<file path="src/rtl/bg_write_scheduler.sv">
// Round-robin arbiter for the background tile RAM write port, with a built-in
// clear engine that sweeps the whole tile map to zero on command.
module bg_write_scheduler #(
  parameter int NUM_REQ    = 6,
  parameter int ADDR_W     = 16,
  parameter int DATA_W     = 32,
  parameter int TILE_COUNT = 1200
) (
  input  logic                      clk,
  input  logic                      reset,
  input  logic                      clear_start,
  input  logic [NUM_REQ-1:0]        req_valid,
  input  logic [NUM_REQ*ADDR_W-1:0] req_addr,
  input  logic [NUM_REQ*DATA_W-1:0] req_data,
  output logic [NUM_REQ-1:0]        req_ready,
  output logic                      bg_wea,
  output logic [ADDR_W-1:0]         bg_ram_addr,
  output logic [DATA_W-1:0]         bg_ram_data,
  output logic [2:0]                grant_id,
  output logic                      clear_busy,
  output logic                      clear_done,
  output logic                      oob_flag
);

  typedef enum logic {ST_ARB, ST_CLEAR} state_t;

  localparam logic [ADDR_W-1:0] TILE_LAST = ADDR_W'(TILE_COUNT - 1);
  localparam logic [ADDR_W-1:0] TILE_END  = ADDR_W'(TILE_COUNT);
  localparam logic [2:0]        LAST_REQ  = 3'(NUM_REQ - 1);

  state_t              state_reg, state_next;
  logic [2:0]          ptr_reg, ptr_next;
  logic [ADDR_W-1:0]   clr_cnt_reg, clr_cnt_next;
  logic                wea_next, done_next, oob_next;
  logic [ADDR_W-1:0]   addr_next;
  logic [DATA_W-1:0]   data_next;
  logic [2:0]          gid_next;

  logic [ADDR_W-1:0]   addr_arr [NUM_REQ];
  logic [DATA_W-1:0]   data_arr [NUM_REQ];
  logic [NUM_REQ-1:0]  in_range;

  logic                grant_found;
  logic [2:0]          grant_idx;
  int                  scan_idx;

  generate
    for (genvar gi = 0; gi < NUM_REQ; gi++) begin : g_unpack
      assign addr_arr[gi] = req_addr[gi*ADDR_W +: ADDR_W];
      assign data_arr[gi] = req_data[gi*DATA_W +: DATA_W];
      assign in_range[gi] = (addr_arr[gi] <= TILE_LAST);
    end
  endgenerate

  // First valid requester at or after the round-robin pointer, wrapping.
  always_comb begin
    grant_found = 1'b0;
    grant_idx   = '0;
    scan_idx    = 0;
    for (int off = 0; off < NUM_REQ; off++) begin
      scan_idx = int'(ptr_reg) + off;
      if (scan_idx >= NUM_REQ) scan_idx = scan_idx - NUM_REQ;
      if (!grant_found && req_valid[scan_idx]) begin
        grant_found = 1'b1;
        grant_idx   = 3'(scan_idx);
      end
    end
  end

  always_comb begin
    state_next   = state_reg;
    ptr_next     = ptr_reg;
    clr_cnt_next = clr_cnt_reg;
    wea_next     = 1'b0;
    addr_next    = bg_ram_addr;
    data_next    = bg_ram_data;
    gid_next     = grant_id;
    done_next    = 1'b0;
    oob_next     = oob_flag;
    req_ready    = '0;
    case (state_reg)
      ST_ARB: begin
        if (clear_start) begin
          // The first sweep write (address 0) is issued straight from ARB.
          state_next   = ST_CLEAR;
          wea_next     = 1'b1;
          addr_next    = '0;
          data_next    = '0;
          clr_cnt_next = ADDR_W'(1);
        end else if (grant_found) begin
          req_ready[grant_idx] = 1'b1;
          gid_next             = grant_idx;
          ptr_next             = (grant_idx == LAST_REQ) ? 3'd0 : grant_idx + 3'd1;
          if (in_range[grant_idx]) begin
            wea_next  = 1'b1;
            addr_next = addr_arr[grant_idx];
            data_next = data_arr[grant_idx];
          end else begin
            oob_next = 1'b1;
          end
        end
      end
      ST_CLEAR: begin
        if (clr_cnt_reg == TILE_END) begin
          state_next   = ST_ARB;
          done_next    = 1'b1;
          clr_cnt_next = '0;
        end else begin
          wea_next     = 1'b1;
          addr_next    = clr_cnt_reg;
          data_next    = '0;
          clr_cnt_next = clr_cnt_reg + ADDR_W'(1);
        end
      end
      default: state_next = ST_ARB;
    endcase
  end

  always_ff @(posedge clk) begin
    if (reset) begin
      state_reg   <= ST_ARB;
      ptr_reg     <= '0;
      clr_cnt_reg <= '0;
      bg_wea      <= 1'b0;
      bg_ram_addr <= '0;
      bg_ram_data <= '0;
      grant_id    <= '0;
      clear_done  <= 1'b0;
      oob_flag    <= 1'b0;
    end else begin
      state_reg   <= state_next;
      ptr_reg     <= ptr_next;
      clr_cnt_reg <= clr_cnt_next;
      bg_wea      <= wea_next;
      bg_ram_addr <= addr_next;
      bg_ram_data <= data_next;
      grant_id    <= gid_next;
      clear_done  <= done_next;
      oob_flag    <= oob_next;
    end
  end

  assign clear_busy = (state_reg == ST_CLEAR);

endmodule

</file>
<file path="config.mk">
export PLATFORM = sky130hd
export DESIGN_NAME = bg_write_scheduler
export DESIGN_NICKNAME = d
export VERILOG_FILES = /design/src/rtl/bg_write_scheduler.sv
export SDC_FILE = /design/constraint.sdc
export NUM_CORES = 1
export LEC_CHECK = 0
export ABC_AREA = 1
export BUFFER_PORTS_ARGS = -buffer_cell sky130_fd_sc_hd__buf_2
export CAP_MARGIN = 20
export CORE_ASPECT_RATIO = 1.4
export CORE_MARGIN = 4
export CORE_UTILIZATION = 44
export DETAILED_ROUTE_END_ITERATION = 10
export GPL_TIMING_DRIVEN = 0
export PLACE_DENSITY = 0.79
export SLEW_MARGIN = 20
export SYNTH_ARGS = -nofsm -noshare
export SYNTH_HDL_FRONTEND = slang
export SYNTH_SLANG_ARGS = --single-unit
</file>
<file path="constraint.sdc">
create_clock -name clk -period 3.6 [get_ports clk]
set_input_delay 0.18 -clock clk [delete_from_list [all_inputs] [get_ports clk]]
set_output_delay 0.18 -clock clk [all_outputs]
set_load 0.005 [all_outputs]
</file>
==> flow_metrics.tcl <==
set metrics [dict create \
    status "complete, no violations" \
    crit_fanout 7 \
    yosys.area.top_type "nand2_1" \
    drv_cap 0 \
    rsz0062_at_grt "yes" \
    dr.pass1.iters 5 \
    cts_buffers 9 \
    fin_crit_sh_pct 98.8 \
    groute.usage.overall_pct 33.8 \
    start_util_pct 44.5 \
    min_period_ns 3.56 \
    cts_sinks 74 \
    drc 0 \
    netlist_instances 1436 \
    clkTransAtPathRegs_ns 0.06 \
    drive_gt1_share_pct 31.9 \
    grt_max_degree 16 \
    cts.htree.levels 3 \
    hp-class "input port to flip-flop" \
    hold_viol 0 \
    relSlewSlack_pct 51.7 \
    num_rows 57 \
    cts-root-buf "clkbuf_16" \
    final_common_cell "nand2_1" \
    portBuffers 356 \
    syn_avg_cell_area_um2 5.37 \
    path_class "flip-flop to primary output" \
    final_cell_mix "nand2_1 (586), buf_2 (366), nand3_1 (141)" \
    die_y_um 165 \
    start_kind "flip-flop" \
    antenna_found_initial 5 \
    grt_pass1_vias 10100 \
    largest_register_ffs 32 \
    ys_seq_elements 74 \
    nets 2158 \
    die-area_mm2 0.0198 \
    cts_buffer_depth 2 \
    post-place-cells 2028 \
    hpwl_um 28500 \
    grt-ovfl-total 0 \
    slew_viol_final 0 \
    post_drt_wl_per_cell_um 17.3 \
    area_growth_pct 44.1 \
    ys_seq_area_share_pct 19.2 \
    syn_area_mm2 0.00772 \
    crit_required_ns 3.42 \
    drtAntennaViolNets 0 \
    drtIter0Drc 872 \
    syn_nets 1748 \
    clock_latency_ns 0.34 \
    finClkSkew_ns 0.0105 \
    grt_pass1_wl_um 53000 \
    max_freq_mhz 281 \
    totalWireLength_um 36200 \
    viasPerCell 5.33 \
    synth_area_leaders "nand2_1 (30%), dfxtp_1 (19%), nand3_1 (9.7%)" \
    gp_congestion 0.988 \
    coreArea_mm2 0.0173 \
    io_pins 358 \
    yosysWarnings 0 \
    endpoint_kind "primary output" \
    yosys.area.top_type_share_pct 29.9 \
    setup_viol 0 \
    tightest_slew_ns 0.720 \
    layout.cells.non_filler 2093 \
    vias 11200 \
    synthDistinctLibCells 48 \
    holdBufCountCts 0 \
    cts_tree "built" \
    dieWidth_um 120 \
    arrival_ns 3.38 \
]
## metrics by stage
stage          utilization, %  worst slack (ns)  setup TNS [ns]  hold slack (ns)  area [um^2]
2_1_floorplan               -             0.213               0            0.357         7720
3_3_place_gp             56.5            -0.772          -35.09            0.452         9790
3_5_place_dp             56.5            -0.841          -37.61            0.457         9790
4_1_cts                  60.3           0.00300               0            0.139        10500
5_1_grt                  64.2            -0.148           -5.88            0.146        11100
6_report                 64.2            0.0416               0            0.152        11100
## cells in the mapped netlist (all sizes together)
cell     count
a2111oi      2
a211oi       1
a21oi      118
a221oi       4
a31oi        1
buf         52
clkbuf      37
dfxtp       74
ha          15
inv        127
nand2      619
nand3      158
nand3b      30
nand4       10
nor2        88
nor3         4
nor4         6
o211ai       4
o21a         1
o21ai       69
o21bai       2
o22a         1
o22ai        2
o31a         1
o31ai        1
o32ai        1
or2          2
or3          1
or4          1
xnor2        1
xor2         3
## critical path, stage by stage (launching register included)
cell	delay [ns]
dfxtp_4	0.38
clkinvlp_4	0.11
ha_4	0.33
clkinvlp_4	0.11
ha_4	0.17
inv_2	0.06
nand3_4	0.07
inv_2	0.08
nand3_2	0.11
nand2_2	0.11
nand2_1	0.05
nand3_1	0.10
nand2_2	0.10
nor2_4	0.20
nand3_4	0.13
nand3_4	0.15
nand2_8	0.10
inv_6	0.09
buf_8	0.11
buf_8	0.10
nand2_4	0.06
nor2_4	0.16
buf_2	0.14
## area by class of cell
class / instances / area, um^2
antenna: 6 / 15.0
clock buffer: 9 / 225
sequential: 74 / 1490
tap: 236 / 295
clock inverter: 7 / 82.6
multi-input combinational: 1146 / 5710
inverter: 127 / 500
buffer: 87 / 633
timing repair buffer: 401 / 2170
fill: 1764 / 6210
## repair_timing
item,in CTS,in global routing
endpoints found under the hold margin,0,0
cloned,0,2
endpoints found under the setup margin,62,55
pin swaps,10,36
buffers inserted,17,26
gates resized for setup,70,141
## cells by family after synthesis
logic type                 Yosys count  share of synthesized area, %
AOI/OAI and AO/OA                  208                          14.6
xor gates and xnor gates             4                         0.454
adders and majority gates           15                          2.43
buffers and inverters              216                          12.3
DFF                                 74                          19.2
and+or+nand+nor                    919                          51.1
## routing by layer
| layer | track usage, % | wire length (um) | vias to the layer above |
|---|---|---|---|
| met5 | 0 | 0 | - |
| met4 | 17.7 | 2020 | 0 |
| met3 | 4.62 | 2870 | 136 |
| met2 | 59.9 | 18000 | 569 |
| met1 | 39.6 | 13400 | 5023 |
| li1 | - | - | 5426 |
## path summary, 6_finish.rpt
path | start | end | slack [ns] | depth (start not counted)
worst min register to register | bg_ram_data[20] | bg_ram_data[20] | 0.48 | 2
worst min-delay path | clear_start | clr_cnt_reg[0] | 0.15 | 3
worst max-delay path | ptr_reg[1] | req_ready[1] | 0.04 | 22
worst max register to register | ptr_reg[1] | bg_ram_data[15] | 0.08 | 25
Power is not shown: default switching activity piles up to over one toggle a cycle in this logic, so the estimate is an artifact.
